[src/rtl/fwd_scoreboard_if.sv]
// Operand-forwarding scoreboard bus: ID/EX pipeline inputs in, forwarded operands,
// selectors, load-use stall and diagnostics out.
interface fwd_scoreboard_if #(
   parameter int unsigned DATA_W = 32,
   parameter int unsigned REG_W  = 5,
   parameter int unsigned SEL_W  = 4
);
   // ID-stage source operands
   logic [REG_W-1:0]  id_rs_i;
   logic [REG_W-1:0]  id_rt_i;
   logic              id_use_rs_i;
   logic              id_use_rt_i;

   // EX-stage sources and register-file values
   logic [REG_W-1:0]  ex_rs_i;
   logic [REG_W-1:0]  ex_rt_i;
   logic [DATA_W-1:0] ex_rf_a_i;
   logic [DATA_W-1:0] ex_rf_b_i;

   // EX-stage producer
   logic              ex_valid_i;
   logic              ex_wr_i;
   logic              ex_load_i;
   logic [REG_W-1:0]  ex_dst_i;
   logic [DATA_W-1:0] ex_result_i;

   // Data-memory read data for the instruction in MEM
   logic [DATA_W-1:0] mem_ld_data_i;

   // Results
   logic [DATA_W-1:0] op_a_o;
   logic [DATA_W-1:0] op_b_o;
   logic [SEL_W-1:0]  sel_a_o;
   logic [SEL_W-1:0]  sel_b_o;
   logic              stall_o;
   logic              hazard_err_o;
   logic [15:0]       stall_cnt_o;

   modport slave (
      input  id_rs_i, id_rt_i, id_use_rs_i, id_use_rt_i,
      input  ex_rs_i, ex_rt_i, ex_rf_a_i, ex_rf_b_i,
      input  ex_valid_i, ex_wr_i, ex_load_i, ex_dst_i, ex_result_i,
      input  mem_ld_data_i,
      output op_a_o, op_b_o, sel_a_o, sel_b_o, stall_o, hazard_err_o, stall_cnt_o
   );

   modport master (
      output id_rs_i, id_rt_i, id_use_rs_i, id_use_rt_i,
      output ex_rs_i, ex_rt_i, ex_rf_a_i, ex_rf_b_i,
      output ex_valid_i, ex_wr_i, ex_load_i, ex_dst_i, ex_result_i,
      output mem_ld_data_i,
      input  op_a_o, op_b_o, sel_a_o, sel_b_o, stall_o, hazard_err_o, stall_cnt_o
   );
endinterface

[src/rtl/fwd_scoreboard.sv]
// Forwarding scoreboard: shift-register history of the last DEPTH retiring results,
// youngest-first operand forwarding into EX, ID load-use stall and stall counter.
module fwd_scoreboard #(
   parameter int unsigned DATA_W   = 32,
   parameter int unsigned REG_W    = 5,
   parameter int unsigned DEPTH    = 3,
   parameter bit          ZERO_REG = 1'b1,
   parameter int unsigned SEL_W    = 4
) (
   input  logic            clk,
   input  logic            rst_n,
   fwd_scoreboard_if.slave bus
);

   // History entries; index 0 is the youngest (EX/MEM)
   logic [DEPTH-1:0]  v_q, v_d;
   logic [DEPTH-1:0]  pend_q, pend_d;
   logic [REG_W-1:0]  dst_q  [DEPTH];
   logic [REG_W-1:0]  dst_d  [DEPTH];
   logic [DATA_W-1:0] data_q [DEPTH];
   logic [DATA_W-1:0] data_d [DEPTH];

   logic [15:0]       cnt_q, cnt_d;

   logic [DEPTH-1:0]  wr_ok;
   logic              ex_dst_ok;
   logic              stall;

   logic [DATA_W-1:0] op_a, op_b;
   logic [SEL_W-1:0]  sel_a, sel_b;
   logic              haz_a, haz_b;
   logic              hit_a, hit_b;

   // An entry can supply a value only if it writes a real (non-hardwired) register
   always_comb begin
      wr_ok = '0;
      for (int unsigned k = 0; k < DEPTH; k++) begin
         wr_ok[k] = v_q[k] & (!ZERO_REG | (dst_q[k] != '0));
      end
   end

   // Next history: capture EX into entry 0, shift older entries down
   always_comb begin
      v_d    = '0;
      pend_d = '0;
      for (int unsigned k = 0; k < DEPTH; k++) begin
         dst_d[k]  = '0;
         data_d[k] = '0;
      end

      v_d[0]    = bus.ex_valid_i & bus.ex_wr_i;
      dst_d[0]  = bus.ex_dst_i;
      data_d[0] = bus.ex_result_i;
      pend_d[0] = bus.ex_load_i;

      // A pending load picks up its memory data on the way from entry 0 to entry 1,
      // so nothing at entry 1 or older is ever pending.
      v_d[1]    = v_q[0];
      dst_d[1]  = dst_q[0];
      data_d[1] = pend_q[0] ? bus.mem_ld_data_i : data_q[0];
      pend_d[1] = 1'b0;

      for (int unsigned k = 2; k < DEPTH; k++) begin
         v_d[k]    = v_q[k-1];
         dst_d[k]  = dst_q[k-1];
         data_d[k] = data_q[k-1];
         pend_d[k] = pend_q[k-1];
      end
   end

   // History register; reset wipes every entry immediately
   always_ff @(posedge clk or negedge rst_n) begin
      if (!rst_n) begin
         v_q    <= '0;
         pend_q <= '0;
         for (int unsigned k = 0; k < DEPTH; k++) begin
            dst_q[k]  <= '0;
            data_q[k] <= '0;
         end
      end else begin
         v_q    <= v_d;
         pend_q <= pend_d;
         for (int unsigned k = 0; k < DEPTH; k++) begin
            dst_q[k]  <= dst_d[k];
            data_q[k] <= data_d[k];
         end
      end
   end

   // Operand A: youngest matching writeable entry wins, else register file
   always_comb begin
      op_a  = bus.ex_rf_a_i;
      sel_a = '0;
      haz_a = 1'b0;
      hit_a = 1'b0;
      for (int unsigned k = 0; k < DEPTH; k++) begin
         if (!hit_a && wr_ok[k] && (dst_q[k] == bus.ex_rs_i)) begin
            hit_a = 1'b1;
            op_a  = data_q[k];
            sel_a = SEL_W'(k + 1);
            haz_a = pend_q[k];
         end
      end
   end

   // Operand B: same rule as A using rt
   always_comb begin
      op_b  = bus.ex_rf_b_i;
      sel_b = '0;
      haz_b = 1'b0;
      hit_b = 1'b0;
      for (int unsigned k = 0; k < DEPTH; k++) begin
         if (!hit_b && wr_ok[k] && (dst_q[k] == bus.ex_rt_i)) begin
            hit_b = 1'b1;
            op_b  = data_q[k];
            sel_b = SEL_W'(k + 1);
            haz_b = pend_q[k];
         end
      end
   end

   // Load-use stall: a load in EX feeds a register the ID instruction reads
   always_comb begin
      ex_dst_ok = !ZERO_REG | (bus.ex_dst_i != '0);
      stall     = bus.ex_valid_i & bus.ex_wr_i & bus.ex_load_i & ex_dst_ok &
                  ((bus.id_use_rs_i & (bus.ex_dst_i == bus.id_rs_i)) |
                   (bus.id_use_rt_i & (bus.ex_dst_i == bus.id_rt_i)));
   end

   // Saturating stall-cycle counter next state
   always_comb begin
      cnt_d = cnt_q;
      if (stall && (cnt_q != '1)) begin
         cnt_d = cnt_q + 16'd1;
      end
   end

   // Stall-cycle counter register
   always_ff @(posedge clk or negedge rst_n) begin
      if (!rst_n) begin
         cnt_q <= '0;
      end else begin
         cnt_q <= cnt_d;
      end
   end

   // Drive the bus outputs
   always_comb begin
      bus.op_a_o       = op_a;
      bus.op_b_o       = op_b;
      bus.sel_a_o      = sel_a;
      bus.sel_b_o      = sel_b;
      bus.stall_o      = stall;
      bus.hazard_err_o = haz_a | haz_b;
      bus.stall_cnt_o  = cnt_q;
   end

endmodule

[src/flat_wrapper.sv]
// flat-port wrapper written by rule: the top's interface ports become plain ports
module fwd_scoreboard_flat 
#(
   parameter int unsigned DATA_W   = 32,
   parameter int unsigned REG_W    = 5,
   parameter int unsigned DEPTH    = 3,
   parameter bit          ZERO_REG = 1'b1,
   parameter int unsigned SEL_W    = 4
)
  (clk, rst_n, bus_id_rs_i, bus_id_rt_i, bus_id_use_rs_i, bus_id_use_rt_i, bus_ex_rs_i, bus_ex_rt_i, bus_ex_rf_a_i, bus_ex_rf_b_i, bus_ex_valid_i, bus_ex_wr_i, bus_ex_load_i, bus_ex_dst_i, bus_ex_result_i, bus_mem_ld_data_i, bus_op_a_o, bus_op_b_o, bus_sel_a_o, bus_sel_b_o, bus_stall_o, bus_hazard_err_o, bus_stall_cnt_o);
  fwd_scoreboard_if #(.DATA_W(DATA_W), .REG_W(REG_W), .SEL_W(SEL_W)) bus_i ();
  input  logic clk;
  input  logic rst_n;
  input wire logic [$bits(bus_i.id_rs_i)-1:0] bus_id_rs_i;
  input wire logic [$bits(bus_i.id_rt_i)-1:0] bus_id_rt_i;
  input wire logic [$bits(bus_i.id_use_rs_i)-1:0] bus_id_use_rs_i;
  input wire logic [$bits(bus_i.id_use_rt_i)-1:0] bus_id_use_rt_i;
  input wire logic [$bits(bus_i.ex_rs_i)-1:0] bus_ex_rs_i;
  input wire logic [$bits(bus_i.ex_rt_i)-1:0] bus_ex_rt_i;
  input wire logic [$bits(bus_i.ex_rf_a_i)-1:0] bus_ex_rf_a_i;
  input wire logic [$bits(bus_i.ex_rf_b_i)-1:0] bus_ex_rf_b_i;
  input wire logic [$bits(bus_i.ex_valid_i)-1:0] bus_ex_valid_i;
  input wire logic [$bits(bus_i.ex_wr_i)-1:0] bus_ex_wr_i;
  input wire logic [$bits(bus_i.ex_load_i)-1:0] bus_ex_load_i;
  input wire logic [$bits(bus_i.ex_dst_i)-1:0] bus_ex_dst_i;
  input wire logic [$bits(bus_i.ex_result_i)-1:0] bus_ex_result_i;
  input wire logic [$bits(bus_i.mem_ld_data_i)-1:0] bus_mem_ld_data_i;
  output wire logic [$bits(bus_i.op_a_o)-1:0] bus_op_a_o;
  output wire logic [$bits(bus_i.op_b_o)-1:0] bus_op_b_o;
  output wire logic [$bits(bus_i.sel_a_o)-1:0] bus_sel_a_o;
  output wire logic [$bits(bus_i.sel_b_o)-1:0] bus_sel_b_o;
  output wire logic [$bits(bus_i.stall_o)-1:0] bus_stall_o;
  output wire logic [$bits(bus_i.hazard_err_o)-1:0] bus_hazard_err_o;
  output wire logic [$bits(bus_i.stall_cnt_o)-1:0] bus_stall_cnt_o;
  assign bus_i.id_rs_i = bus_id_rs_i;
  assign bus_i.id_rt_i = bus_id_rt_i;
  assign bus_i.id_use_rs_i = bus_id_use_rs_i;
  assign bus_i.id_use_rt_i = bus_id_use_rt_i;
  assign bus_i.ex_rs_i = bus_ex_rs_i;
  assign bus_i.ex_rt_i = bus_ex_rt_i;
  assign bus_i.ex_rf_a_i = bus_ex_rf_a_i;
  assign bus_i.ex_rf_b_i = bus_ex_rf_b_i;
  assign bus_i.ex_valid_i = bus_ex_valid_i;
  assign bus_i.ex_wr_i = bus_ex_wr_i;
  assign bus_i.ex_load_i = bus_ex_load_i;
  assign bus_i.ex_dst_i = bus_ex_dst_i;
  assign bus_i.ex_result_i = bus_ex_result_i;
  assign bus_i.mem_ld_data_i = bus_mem_ld_data_i;
  assign bus_op_a_o = bus_i.op_a_o;
  assign bus_op_b_o = bus_i.op_b_o;
  assign bus_sel_a_o = bus_i.sel_a_o;
  assign bus_sel_b_o = bus_i.sel_b_o;
  assign bus_stall_o = bus_i.stall_o;
  assign bus_hazard_err_o = bus_i.hazard_err_o;
  assign bus_stall_cnt_o = bus_i.stall_cnt_o;
  fwd_scoreboard #(.DATA_W(DATA_W), .REG_W(REG_W), .DEPTH(DEPTH), .ZERO_REG(ZERO_REG), .SEL_W(SEL_W)) u_core (.clk(clk), .rst_n(rst_n), .bus(bus_i));
endmodule
[config.mk]
export PLATFORM = sky130hd
export DESIGN_NAME = fwd_scoreboard_flat
export DESIGN_NICKNAME = d
export VERILOG_FILES = /design/src/rtl/fwd_scoreboard_if.sv /design/src/rtl/fwd_scoreboard.sv /design/src/flat_wrapper.sv
export SDC_FILE = /design/constraint.sdc
export NUM_CORES = 1
export LEC_CHECK = 0
export ABC_CLOCK_PERIOD_IN_PS = 3200
export CORE_MARGIN = 4
export CORE_UTILIZATION = 41
export CTS_BUF_LIST = sky130_fd_sc_hd__clkbuf_2 sky130_fd_sc_hd__clkbuf_4 sky130_fd_sc_hd__clkbuf_8
export CTS_CLUSTER_SIZE = 16
export DETAILED_ROUTE_END_ITERATION = 10
export GPL_TIMING_DRIVEN = 0
export PLACE_DENSITY = 0.79
export SYNTH_ARGS = -nofsm -noshare
export SYNTH_HDL_FRONTEND = slang
export SYNTH_SLANG_ARGS = --single-unit
[constraint.sdc]
create_clock -name clk -period 3.2 [get_ports clk]
set_input_delay 0.64 -clock clk [delete_from_list [all_inputs] [get_ports clk]]
set_output_delay 0.64 -clock clk [all_outputs]
set_load 0.02 [all_outputs]
---- Yosys cells after proc, flatten, opt, wreduce, memory -nomap -nowiden ----
Index checks and enable logic that the tools add are counted.
word-level totals
  register bits ........................... 131
  bits of input ports ..................... 160
  output and inout bits ................... 90
  word-level logic and storage cells ...... 72
cells by class
  add/sub/neg operators ................... 1
  equal/unequal tests ..................... 9
  multiplexer cells ....................... 23
  bitwise gates (word level) .............. 11
  reductions and logical operators ........ 19
operator list
  operator               count
  $mux 32                7
  $eq 5x5->1             8
  $reduce_bool 5->1      4
  $add 16x1->16 const B  1
  $ne 16x16->1 const B   1
  $mux 1                 12
  $logic_and 1x1->1      11
  $and 1x1->1            9
  $mux 4                 2
  $logic_not 1->1        4
  $mux 2                 2
  $or 1x1->1             2

---- Logic depth before layout (Yosys ltp) ----
  depth after elaboration ................. 13
  depth in mapped cells ................... 9

---- Worst setup path after synthesis ----
Ideal clock, no wire load.
  path type ............................... in2out
  start ................................... in bus_ex_rt_i[0]
  end ..................................... out bus_op_b_o[22]
  data arrival time ....................... 2776 ps
  required time ........................... 2560 ps
  slack ................................... -216 ps
  stages .................................. 9
  path through ............................ xnor2_1 > nand3_1 > or4_1 > or2_1 > clkbuf_1 > nor2b_1 > clkbuf_1 > clkbuf_1 > a221oi_1
between the ends
  word-level cells in the longest chain between the ends .. 11
  elaborated cells on any way between the ends .. 15
ends and longest elaborated chain
  element                          RTL line               text
  start, declared                  flat_wrapper.sv:19     input wire logic [$bits(bus_i.ex_rt_i)-1:0] bus_ex_rt_i;
  $eq 5x5->1                       fwd_scoreboard.sv:113  if (!hit_b && wr_ok[k] && (dst_q[k] == bus.ex_rt_i)) begin
  $logic_and 1x1->1                fwd_scoreboard.sv:113
  $mux 1                           fwd_scoreboard.sv:113
  $logic_not 1->1                  fwd_scoreboard.sv:113
  $logic_and 1x1->1 (2 in series)  fwd_scoreboard.sv:113
  $mux 1                           fwd_scoreboard.sv:113
  $logic_not 1->1                  fwd_scoreboard.sv:113
  $logic_and 1x1->1 (2 in series)  fwd_scoreboard.sv:113
  $mux 32 (*)                      fwd_scoreboard.sv:113
  end, declared                    flat_wrapper.sv:29     output wire logic [$bits(bus_i.op_b_o)-1:0] bus_op_b_o;
Mark *: on every way between the ends. The rest lies on a longest branch, timed or not.

---- Worst setup path in the final report ----
  start ................................... reg u_core.dst_q, in the netlist u_core.dst_d[8]
  end ..................................... out bus_op_a_o[21]
between the ends
  word-level cells in the longest chain between the ends .. 12
  elaborated cells on any way between the ends .. 15
ends and longest elaborated chain
  element                          RTL line              text
  start, declared                  fwd_scoreboard.sv:18  logic [REG_W-1:0] dst_q [DEPTH];
  start signal, assigned by index  fwd_scoreboard.sv:84  dst_q[k] <= dst_d[k];
  $reduce_bool 5->1                fwd_scoreboard.sv:38  wr_ok[k] = v_q[k] & (!ZERO_REG | (dst_q[k] != '0));
  $and 1x1->1                      fwd_scoreboard.sv:38
  $logic_and 1x1->1 (*)            fwd_scoreboard.sv:97  if (!hit_a && wr_ok[k] && (dst_q[k] == bus.ex_rs_i)) begin
  $mux 1                           fwd_scoreboard.sv:97
  $logic_not 1->1                  fwd_scoreboard.sv:97
  $logic_and 1x1->1 (2 in series)  fwd_scoreboard.sv:97
  $mux 1                           fwd_scoreboard.sv:97
  $logic_not 1->1                  fwd_scoreboard.sv:97
  $logic_and 1x1->1 (2 in series)  fwd_scoreboard.sv:97
  $mux 32 (*)                      fwd_scoreboard.sv:97
  end, declared                    flat_wrapper.sv:28    output wire logic [$bits(bus_i.op_a_o)-1:0] bus_op_a_o;
Marked as above.

==> results.md <==
- Yosys printed 0 warnings.
- The layout overhead on the synthesized area is 78.0%.
- Dividing the final minimum period by the clock period gives 117%.
- For this run, asynchronously set or reset flops after synthesis account for 100%.
- TritonCTS built the clock tree.
- Synthesis handed over a netlist of 638 instances.
- The TritonCTS buffer count is 17.
- The max-cap check violation count is 0.
- The worst register-to-register path begins at u_core.bus.stall_cnt_o[0]$_DFFE_PN0P_.
- The setup slack of the critical path after layout is -0.543 ns.
- The most area-hungry cell type in the Yosys netlist is dfrtp_1.
- The most critical setup path has its startpoint at u_core.dst_d[8]$_DFF_PN0_.
- The post-layout utilization of the core is roughly three quarters.
- The startpoint kind of the worst setup timing path is a register.
- The HPWL after detailed placement is about 17,000 um.
- The maximum number of buffers from clock root to sink is 2.
- The setup slack after placement is -2.22 ns.
- The initial antenna violation count is 0.
- The fraction of layout instances using a drive strength above 1 is about a third.
- For this design, the CTS-stage hold fixing added 0 buffers.
- Clock-pin slew was measured on the worst setup and hold paths at ~0.09 ns.
- Setup repair after global routing could not meet its margin everywhere.
- The number of slew-limit violations in the final report is 0.
- In this run the number of H-tree levels came out at 4.
- The category of the most critical setup path is register to primary output.
- The worst setup path is captured at a primary output.
- Synthesis inferred around 130 register bits.
- The flow ran to the end, but the final reports show violations.
- In this run, synthesis inferred 0 flip-flops with an integrated enable.
- The maximum clock rate is 267 MHz.
- The overall fraction of global-route tracks in use is 27.9%.
- The clock sink total is between 100 and 150.
- With fillers left out, the area of the finished cells amounts to 0.0115 sq mm.
- The power density normalized to cell area is between 300 and 400 mW/mm^2.
- The area after detailed placement is just under 0.01 sq mm.
- The post-detailed-route wirelength per cell is 22.0 um.
- The final weighted congestion of routability-driven global placement is 0.905.
- After the first detailed-routing iteration, the DRC count stood at 319.
- The total vias in the final route is 6,550.
- The relative slew slack is 54.5%.
- The final setup violation count is between 60 and 70.
- The required arrival time at the worst endpoint is between 2 and 3 ns.
- The number of global-route vias before repair came to 6,969.
- The setup TNS is -28.01 ns.
- The depth of the worst register-to-register path is 8.
- The number of top-level pins is 250.
- For this run, design rule violations remaining after detail routing come to 0.
- VDD sags by at most 0.000266 V.
- Global routing finished with a remaining overflow of 0.
- The first-pass iteration count of the detailed router is 5.
- The count of final hold-check violations is 0.
- By area the synthesized netlist is led by dfrtp_1 51%, mux2i_1 5.0%, xnor2_1 4.6%.
- The number of nets in the final layout is 1,113.
- For the pin with the worst max-slew slack, the measured transition is between 0.6 and 0.7 ns.
- The floorplan step set the die height to 134 um.
- The first global-routing pass estimated 38,600 um of wire.
- The final reports fail on negative setup slack.
- In this run the critical register-to-register path is captured at u_core.bus.stall_cnt_o[10]$_DFFE_PN0P_.
- The most frequent cell after synthesis is dfrtp_1.
- The worst hold margin is between 0.1 and 0.15 ns.
- The clock insertion delay at the later pin of the skew report is 0.46 ns.
- The worst hold path belongs to the class input port to async pin.
- The buffer cell driving the clock tree root is clkbuf_8.
- The row count is 45.
- The antenna diode count is 0.
- In this run the worst path has a maximum fanout of 10.
- The floorplan step defined a core boundary enclosing 0.0153 sq mm.
- STA puts the critical path data arrival time at between 3 and 4 ns.
- The number of distinct library cell variants in the gate-level netlist after synthesis is 38.
- In this run the horizontal extent of the chip is roughly 130 um.
- Counting I/O delays and the setup requirement, the final critical path takes 3.74 ns.
- In this run the cell area of the synthesized design comes to 0.00646 sq mm.
- The mean post-synth cell area is 10.1 sq um.
- Of the post-synthesis cell area, the dominant cell type holds 50.7%.
- The pin count of the biggest net entering global routing is 87.
- Of the synthesized area, sequential elements account for ~51%.
- The largest clock skew in the final design is between 0.01 and 0.015 ns.
- The leakage power is 4.93 nW.
- Counting instances in the post-synthesis netlist gives the leading cell types as 131 x dfrtp_1, 76 x nand2_1, 45 x clkbuf_1.
- In this run the remaining antenna-violating nets after routing total 0.
- Using the TritonRoute via totals, the vias-per-cell ratio works out to 5.57.
- Once the floorplan was initialized, standard cells occupied between 40% and 50% of the core.
- The die covers 0.0178 sq mm.
- The final routed wirelength across all metal layers is 25,900 um.
- During placement, the flow inserted port buffers numbering 245.
- Across all register-to-register paths, the minimum setup slack is ~0.66 ns.
- The prevailing post-synth register cell is dfrtp_1.
==> worst max-delay path by stage <==
stage,cells after the start,end,slack [ns]
after floorplan,9,bus_op_b_o[10],-0.14
after global placement,1,u_core.dst_d[5]$_DFF_PN0_,-3.83
after detailed placement,8,bus_hazard_err_o,-2.22
after CTS,10,bus_op_a_o[29],-0.55
after global routing,10,bus_op_a_o[26],-0.70
final,10,bus_op_a_o[21],-0.54
==> cell usage in the layout (no fill, tap or decap), types with 25 or more instances in the layout <==
cell	Yosys	final
xnor2_1	34	31
mux2i_1	32	32
o22a_4	0	29
nor3_2	0	25
buf_6	4	65
inv_1	38	38
clkdlybuf4s50_1	0	166
a22o_1	32	32
buf_4	4	55
dfrtp_1	131	131
nand2_1	76	75
o21ai_0	33	33
==> registers in the layout, indices dropped and copies added (netlist names) <==
name,count
u_core.bus.stall_cnt_o,16
u_core.data_d,32
u_core.data_q,64
u_core.dst_d,10
u_core.dst_q,5
u_core.pend_q,1
u_core.v_q,3
==> area by class of cell <==
| type | count | area, sq um |
|---|---|---|
| multi-input combinational | 418 | 3870 |
| fill | 1052 | 3800 |
| sequential | 131 | 3280 |
| timing repair buffer | 299 | 3020 |
| buffer | 47 | 477 |
| tap | 211 | 264 |
| clock buffer | 18 | 248 |
| clock inverter | 14 | 204 |
| inverter | 38 | 143 |
==> repair_timing <==
action	CTS	global route
resized for setup	515	85
cloned	3	3
pin swaps	17	17
endpoints found under the setup margin	70	70
buffers inserted	37	11
==> report_power, final <==
group / total (mW) / switching (mW) / internal, mW
logic: 0.884 / 0.399 / 0.485
clock network: 1.60 / 0.721 / 0.881
registers: 1.84 / 0.0899 / 1.75
total: 4.33 / 1.21 / 3.12
==> critical path, cell delays in order, from the launching register on <==
cell     delay [ns]
dfrtp_1        0.38
or4_4          0.55
o21ai_4        0.17
nor4_4         0.07
or4_1          0.42
buf_6          0.14
or2_4          0.23
buf_12         0.15
buf_12         0.15
o22a_4         0.22
buf_2          0.15
==> per-stage QoR <==
step | instances | power [mW]
finish | 1176 | 4.33
floorplan | 641 | 2.20
global placement | 1097 | 2.63
global route | 1176 | 4.49
detailed placement | 1098 | 2.65
CTS | 1165 | 4.29
==> metal layers <==
layer / vias up / GRT usage (%) / part of all wire (%)
met1: 3263 / 35.9 / 40
met2: 327 / 45.9 / 49
met5: - / 0 / 0
li1: 2919 / - / -
met4: 0 / 10.5 / 2.4
met3: 41 / 6.65 / 8.2
==> kinds of logic (layout without fill, tap and decap cells) <==
group	count (synthesis)	in the layout	share of synthesized area [%]
AND/OR/NAND/NOR	158	158	11.7
buffers and inverters	92	416	6.06
adder cells (fa/ha/maj)	1	1	0.194
multiplexers	33	33	5.13
XOR/XNOR	55	55	7.45
flip-flops	131	131	50.7
other	1	4	0.0580
AO/OA/AOI/OAI	167	167	18.7
Power figures use the tool's default switching activity.
